==> config.mk <==
export PLATFORM = sky130hd
export DESIGN_NAME = arb_req_agent_flat
export DESIGN_NICKNAME = d
export VERILOG_FILES = /design/src/rtl/arb_req_agent_if.sv /design/src/rtl/arb_req_agent.sv /design/src/flat_wrapper.sv
export SDC_FILE = /design/constraint.sdc
export NUM_CORES = 1
export LEC_CHECK = 0
export BUFFER_PORTS_ARGS = -buffer_cell sky130_fd_sc_hd__buf_2
export CAP_MARGIN = 20
export CORE_UTILIZATION = 50
export DETAILED_ROUTE_END_ITERATION = 10
export GPL_TIMING_DRIVEN = 0
export PLACE_DENSITY = 0.7
export SYNTH_ARGS = -nofsm -noshare
export SYNTH_HDL_FRONTEND = slang
export SYNTH_SLANG_ARGS = --single-unit
==> constraint.sdc <==
create_clock -name clk_i -period 4.4 [get_ports clk_i]
set_clock_uncertainty 0.2 [all_clocks]
set_input_delay 0.22 -clock clk_i [delete_from_list [all_inputs] [get_ports clk_i]]
set_output_delay 0.22 -clock clk_i [all_outputs]
set_load 0.05 [all_outputs]
==> src/rtl/arb_req_agent_if.sv <==
// Handshake bundle between an arbiter requester agent and its neighbours.
// Ports: cmd push side, req/gnt pair, issued bus beat, and status flags.
interface arb_req_agent_if #(
   parameter int DW        = 8,
   parameter int MAX_BURST = 4
);
   localparam int LW = $clog2(MAX_BURST);

   logic          cmd_valid_i;
   logic          cmd_ready_o;
   logic [DW-1:0] cmd_data_i;
   logic [LW-1:0] cmd_len_i;
   logic          req_o;
   logic          gnt_i;
   logic          bus_valid_o;
   logic [DW-1:0] bus_data_o;
   logic          bus_last_o;
   logic          busy_o;
   logic          err_o;

   // Agent side.
   modport slave (
      input  cmd_valid_i,
      input  cmd_data_i,
      input  cmd_len_i,
      input  gnt_i,
      output cmd_ready_o,
      output req_o,
      output bus_valid_o,
      output bus_data_o,
      output bus_last_o,
      output busy_o,
      output err_o
   );

   // Local logic / arbiter side.
   modport master (
      output cmd_valid_i,
      output cmd_data_i,
      output cmd_len_i,
      output gnt_i,
      input  cmd_ready_o,
      input  req_o,
      input  bus_valid_o,
      input  bus_data_o,
      input  bus_last_o,
      input  busy_o,
      input  err_o
   );
endinterface

==> src/rtl/arb_req_agent.sv <==
// Requester client for a fixed-priority arbiter: queues burst commands,
// requests the bus, and issues one beat per granted cycle.
// Ports: clk_i, rst_ni (sync, active-low), bus (arb_req_agent_if.slave).
module arb_req_agent #(
   parameter int DW        = 8,
   parameter int DEPTH     = 4,
   parameter int MAX_BURST = 4
) (
   input  logic               clk_i,
   input  logic               rst_ni,
   arb_req_agent_if.slave     bus
);
   localparam int LW = $clog2(MAX_BURST);
   localparam int AW = $clog2(DEPTH);

   localparam logic [1:0] S_IDLE = 2'd0;
   localparam logic [1:0] S_ARB  = 2'd1;
   localparam logic [1:0] S_REL  = 2'd2;

   logic [DW-1:0] r_fifo_data [DEPTH];
   logic [LW-1:0] r_fifo_len  [DEPTH];
   logic [AW-1:0] r_wptr;
   logic [AW-1:0] r_rptr;
   logic [AW:0]   r_count;

   logic [1:0]    r_state;
   logic [1:0]    w_state_nxt;
   logic [LW-1:0] r_beat_cnt;
   logic          r_err;

   logic          w_full;
   logic          w_empty;
   logic          w_push;
   logic          w_pop;
   logic          w_req;
   logic          w_beat;
   logic          w_last;
   logic [DW-1:0] w_head_data;
   logic [LW-1:0] w_head_len;

   assign w_full  = (r_count == (AW+1)'(DEPTH));
   assign w_empty = (r_count == '0);
   assign w_push  = bus.cmd_valid_i && !w_full;

   assign w_head_data = r_fifo_data[r_rptr];
   assign w_head_len  = r_fifo_len[r_rptr];

   // req is a pure state decode so it never glitches with gnt.
   assign w_req  = (r_state == S_ARB);
   assign w_beat = w_req && bus.gnt_i;
   assign w_last = w_beat && (r_beat_cnt == w_head_len);
   assign w_pop  = w_last;

   // Storage needs no reset: entries are only read while the queue
   // holds valid data.
   always_ff @(posedge clk_i) begin
      if (w_push) begin
         r_fifo_data[r_wptr] <= bus.cmd_data_i;
         r_fifo_len[r_wptr]  <= bus.cmd_len_i;
      end
   end

   always_ff @(posedge clk_i) begin
      if (!rst_ni) begin
         r_wptr  <= '0;
         r_rptr  <= '0;
         r_count <= '0;
      end else begin
         if (w_push) r_wptr <= r_wptr + 1'b1;
         if (w_pop)  r_rptr <= r_rptr + 1'b1;
         case ({w_push, w_pop})
            2'b10:   r_count <= r_count + 1'b1;
            2'b01:   r_count <= r_count - 1'b1;
            default: r_count <= r_count;
         endcase
      end
   end

   always_comb begin
      w_state_nxt = r_state;
      case (r_state)
         S_IDLE: if (!w_empty) w_state_nxt = S_ARB;
         S_ARB:  if (w_last)   w_state_nxt = S_REL;
         // A command accepted during the release cycle still counts.
         S_REL:  w_state_nxt = (!w_empty || w_push) ? S_ARB : S_IDLE;
         default: w_state_nxt = S_IDLE;
      endcase
   end

   always_ff @(posedge clk_i) begin
      if (!rst_ni) begin
         r_state    <= S_IDLE;
         r_beat_cnt <= '0;
      end else begin
         r_state <= w_state_nxt;
         if (w_last)      r_beat_cnt <= '0;
         else if (w_beat) r_beat_cnt <= r_beat_cnt + 1'b1;
      end
   end

   // Grant without an outstanding request is a sticky arbiter fault.
   always_ff @(posedge clk_i) begin
      if (!rst_ni)                   r_err <= 1'b0;
      else if (bus.gnt_i && !w_req)  r_err <= 1'b1;
   end

   assign bus.cmd_ready_o = !w_full;
   assign bus.req_o       = w_req;
   assign bus.bus_valid_o = w_beat;
   assign bus.bus_data_o  = w_beat ? (w_head_data + DW'(r_beat_cnt)) : '0;
   assign bus.bus_last_o  = w_last;
   assign bus.busy_o      = (r_state != S_IDLE) || !w_empty;
   assign bus.err_o       = r_err;

endmodule

==> src/flat_wrapper.sv <==
// flat-port wrapper written by rule: the top's interface ports become plain ports
module arb_req_agent_flat 
#(
   parameter int DW        = 8,
   parameter int DEPTH     = 4,
   parameter int MAX_BURST = 4
)
  (clk_i, rst_ni, bus_cmd_valid_i, bus_cmd_data_i, bus_cmd_len_i, bus_gnt_i, bus_cmd_ready_o, bus_req_o, bus_bus_valid_o, bus_bus_data_o, bus_bus_last_o, bus_busy_o, bus_err_o);
  arb_req_agent_if #(.DW(DW), .MAX_BURST(MAX_BURST)) bus_i ();
  input  logic clk_i;
  input  logic rst_ni;
  input wire logic [$bits(bus_i.cmd_valid_i)-1:0] bus_cmd_valid_i;
  input wire logic [$bits(bus_i.cmd_data_i)-1:0] bus_cmd_data_i;
  input wire logic [$bits(bus_i.cmd_len_i)-1:0] bus_cmd_len_i;
  input wire logic [$bits(bus_i.gnt_i)-1:0] bus_gnt_i;
  output wire logic [$bits(bus_i.cmd_ready_o)-1:0] bus_cmd_ready_o;
  output wire logic [$bits(bus_i.req_o)-1:0] bus_req_o;
  output wire logic [$bits(bus_i.bus_valid_o)-1:0] bus_bus_valid_o;
  output wire logic [$bits(bus_i.bus_data_o)-1:0] bus_bus_data_o;
  output wire logic [$bits(bus_i.bus_last_o)-1:0] bus_bus_last_o;
  output wire logic [$bits(bus_i.busy_o)-1:0] bus_busy_o;
  output wire logic [$bits(bus_i.err_o)-1:0] bus_err_o;
  assign bus_i.cmd_valid_i = bus_cmd_valid_i;
  assign bus_i.cmd_data_i = bus_cmd_data_i;
  assign bus_i.cmd_len_i = bus_cmd_len_i;
  assign bus_i.gnt_i = bus_gnt_i;
  assign bus_cmd_ready_o = bus_i.cmd_ready_o;
  assign bus_req_o = bus_i.req_o;
  assign bus_bus_valid_o = bus_i.bus_valid_o;
  assign bus_bus_data_o = bus_i.bus_data_o;
  assign bus_bus_last_o = bus_i.bus_last_o;
  assign bus_busy_o = bus_i.busy_o;
  assign bus_err_o = bus_i.err_o;
  arb_req_agent #(.DW(DW), .DEPTH(DEPTH), .MAX_BURST(MAX_BURST)) u_core (.clk_i(clk_i), .rst_ni(rst_ni), .bus(bus_i));
endmodule
==> summary.md <==
| Metric | Value |
|---|---|
| Skew-Pair Late Insertion Delay | `about 0.29 ns` |
| Worst path cell trace | `buf_6 -> mux4_1 -> ha_1 -> fa_1 -> nand2_1 -> o21ai_0 -> a21oi_1 -> buf_2` |
| Final nets | `roughly 220` |
| CP top delay family | `adder cells` |
| WL/cell | `16.8 um` |
| Clock-pin slew of the registers on the worst-case setup and hold paths | `approximately 0.090 ns` |
| Yosys synthesis warning count | `0` |
| Final wirelength | `4.14 mm` |
| Switching power | `roughly 320 uW` |
| Clk sinks | `between 50 and 60` |
| Diode count | `0` |
| Post-detail-place hpwl | `about 3 mm` |
| Synthesis-stage register bit count | `between 50 and 60` |
| Post-route minimum period | `around 3.2 ns` |
| Lkg Pwr | `around 1.1 nW` |
| Combinational Power Share | `between 20% and 30%` |
| Post-DP Area | `0.00254 mm2` |
| Sw Ratio | `28.1%` |
| Final hold viol count | `0` |
| P_int | `832 uW` |
| GP Congestion | `between 0.6 and 0.7` |
| First-pass iteration count of the detailed router | `4` |
| Initial antenna violation count | `0` |
| Primary FF master, synth | `edfxtp_1` |
| Initial Util | `a little over half` |
| Seq/Total Area, Yosys | `between 60 and 70%` |
| Slew HR | `between 60 and 70%` |
| Mapped Area | `approximately 0.0023 mm2` |
| Upper clock frequency limit | `around 0.31 GHz` |
| Area Growth Syn to Fin | `17.5%` |
| CTS tree | `yes` |
| IO Pins | `28` |
| Critical path capture point type | `output port` |
| Antenna viol nets, final | `0` |
| R2R setup slack | `between 1 and 1.5 ns` |
| Sequential power share | `around 52%` |
| Root Driver | `clkbuf_8` |
| Core Util, Final | `between 60% and 70%` |
| DRC viols | `0` |
| VDD IR max | `0.000303 V` |
| Core area | `~0.0044 mm2` |
| First-pass GRT wire length | `6.70 mm` |
| Hold path endpoint | `u_core.bus.err_o` |
| Cell count after placement | `roughly 230` |
| Critical path required time | `~4.0 ns` |
| Setup Crit Path Kind | `flop to output port` |
| Final period util | `between 70% and 80%` |
| Post-Layout Cell Count | `246` |
| Worst path slowest cell | `mux4_1` |
| Min-Delay Path Class | `input port to flop` |
| Via count | `1369` |
| Buffers added on ports | `27` |
| Run status | `finished clean` |
| Die Span X | `approximately 70 um` |
| Max-slew violations | `0` |
| Worst setup SP type | `flop` |
| Via count of the first global-routing pass | `1420` |
| Die H | `about 70 um` |
| Final instance area | `between 0.002 and 0.003 mm2` |
| WP data arrival | `2.77 ns` |
| Asr flop ratio synth | `0%` |
| Iter 0 DRT Violations | `52` |
| Pwr dens | `about 420 mW/mm2` |
| Share of layout cells above drive strength 1 | `a little over a fifth` |
| Mapped Cells | `149` |
| Total GRT Usage | `about 18%` |
| Max incr delay on CP | `slightly above 0.6 ns` |
| Row count | `24` |
| Syn Area/Cell | `approximately 16 um2` |
| CTS resizes | `0` |
| H-tree depth | `2` |
| Largest net degree at the start of global routing | `17` |
| Worst R2R Path Depth | `10` |
| Final setup fails | `0` |
| Clock tree buffer depth | `2` |
| Worst hold margin | `0.0428 ns` |
| Pwr Total | `between 1 and 1.5 mW` |
| Vias per inst | `5.57` |
| Number of distinct library cells after synthesis | `30` |
| Reg-to-Reg End | `u_core.r_count[2]` |
| Max Cap Violations | `0` |
| CTS buffer count | `5` |
| Dpl ws | `between 1 and 1.5 ns` |
| Total negative slack | `0 ns` |
| Min-delay src | `rst_ni` |
| RSZ-0062 raised after global routing | `no` |
| Post-synth EDFFs | `40` |
| Gr ovfl total | `0` |
| Clock power frac | `between 20% and 30%` |
| Worst Slack Setup Final | `around 1.2 ns` |
| CP bufs+invs | `2` |
| Post-synthesis net count | `roughly 170` |
| Die Area | `0.00495 mm2` |
| Critical path peak fanout | `10` |
| Worst Hold Depth | `2` |
| Slew @ Worst Pin | `0.533 ns` |
layout by cell type, fill, tap and decap left out, types with 6 or more instances in the layout:
cell and instances:
xnor2_1 6, ha_1 7, nor2_1 7, buf_2 27, dlygate4sd3_1 10, nand2_1 9, and3_1 6, edfxtp_1 40
mux4_1 8, dfxtp_1 14
synthesized netlist by cell type (3+ instances only):
master,count,share of area [%]
ha_1,7,3.7
mux2i_1,4,1.7
a21oi_1,5,1.1
nand2_1,9,1.4
nand3_1,3,0.64
and2_1,3,0.80
inv_1,5,0.80
xnor2_1,6,2.2
o21ai_0,3,0.64
and3_1,6,1.6
nor2_1,7,1.1
edfxtp_1,40,51
xor2_1,5,1.9
dfxtp_1,14,12
or3_1,5,1.3
mux4_1,8,9.0
routing by layer:
layer / vias to the layer above / share of wire [%] / global-route usage (%)
met4: 0 / 0.89 / 5.56
met5: - / 0 / 0
met3: 6 / 5.8 / 5.05
met2: 40 / 52 / 32.0
met1: 669 / 41 / 21.5
li1: 654 / - / -
sequential cells by signal, indices dropped and copies added, names as in the netlist, named ones only:
name and flops:
u_core.r_wptr 2, u_core.r_fifo_data 32, u_core.r_beat_cnt 2, u_core.r_count 3, u_core.r_fifo_len 8, u_core.r_rptr 2, u_core.r_state 2, u_core.bus.err_o 1
logic make-up (layout without fill, tap and decap cells):
| family | Yosys count | in the layout | synth area share [%] |
|---|---|---|---|
| adder cells (fa/ha/maj) | 9 | 9 | 5.46 |
| AO/OA/AOI/OAI | 11 | 11 | 2.73 |
| XOR/XNOR | 11 | 11 | 4.12 |
| flip-flops | 54 | 54 | 63.4 |
| AND/OR/NAND/NOR | 42 | 42 | 9.58 |
| buffers and inverters | 8 | 53 | 2.09 |
| multiplexers | 14 | 14 | 12.6 |
worst register-to-register path: stages, from the launching register on:
cell     delay [ns]
dfxtp_1        0.34
buf_6          0.17
mux4_2         0.54
xnor2_1        0.16
and3_1         0.18
buf_6          0.14
ha_1           0.24
fa_1           0.38
xnor2_1        0.14
or3_1          0.30
a21oi_1        0.14
worst max-delay path by stage:
stage	end	startpoint	depth (start not counted)	slack, ns
finish	bus_bus_data_o[6]	flop	8	1.21
global placement	u_core.r_count[2]	flop	10	1.48
global route	bus_bus_data_o[7]	flop	8	1.09
floorplan	bus_bus_data_o[7]	flop	7	1.30
CTS	bus_bus_data_o[7]	flop	8	1.21
detailed placement	u_core.r_count[2]	flop	10	1.41
layout make-up:
| type | count | area (um2) |
|---|---|---|
| fill | 320 | 1670 |
| sequential | 54 | 1480 |
| inverter | 5 | 18.8 |
| clock buffer | 5 | 68.8 |
| multi-input combinational | 87 | 807 |
| tap | 52 | 65.1 |
| buffer | 3 | 30.0 |
| clock inverter | 3 | 40.0 |
| timing repair buffer | 37 | 235 |
power groups by stage:
stage | combinational, mW | sequential (mW) | clock (mW)
after global routing | 0.262 | 0.604 | 0.339
after CTS | 0.245 | 0.601 | 0.321
after detailed placement | 0.238 | 0.613 | 0
after global placement | 0.225 | 0.609 | 0
final | 0.243 | 0.601 | 0.313
after floorplan | 0.175 | 0.612 | 0
timing repair:
item                      in CTS  in global routing
hold endpoints to repair      40                  0
setup buffers                  0                  0
hold buffers                  10                  0
No activity file was read; power rests on OpenSTA's default activity.
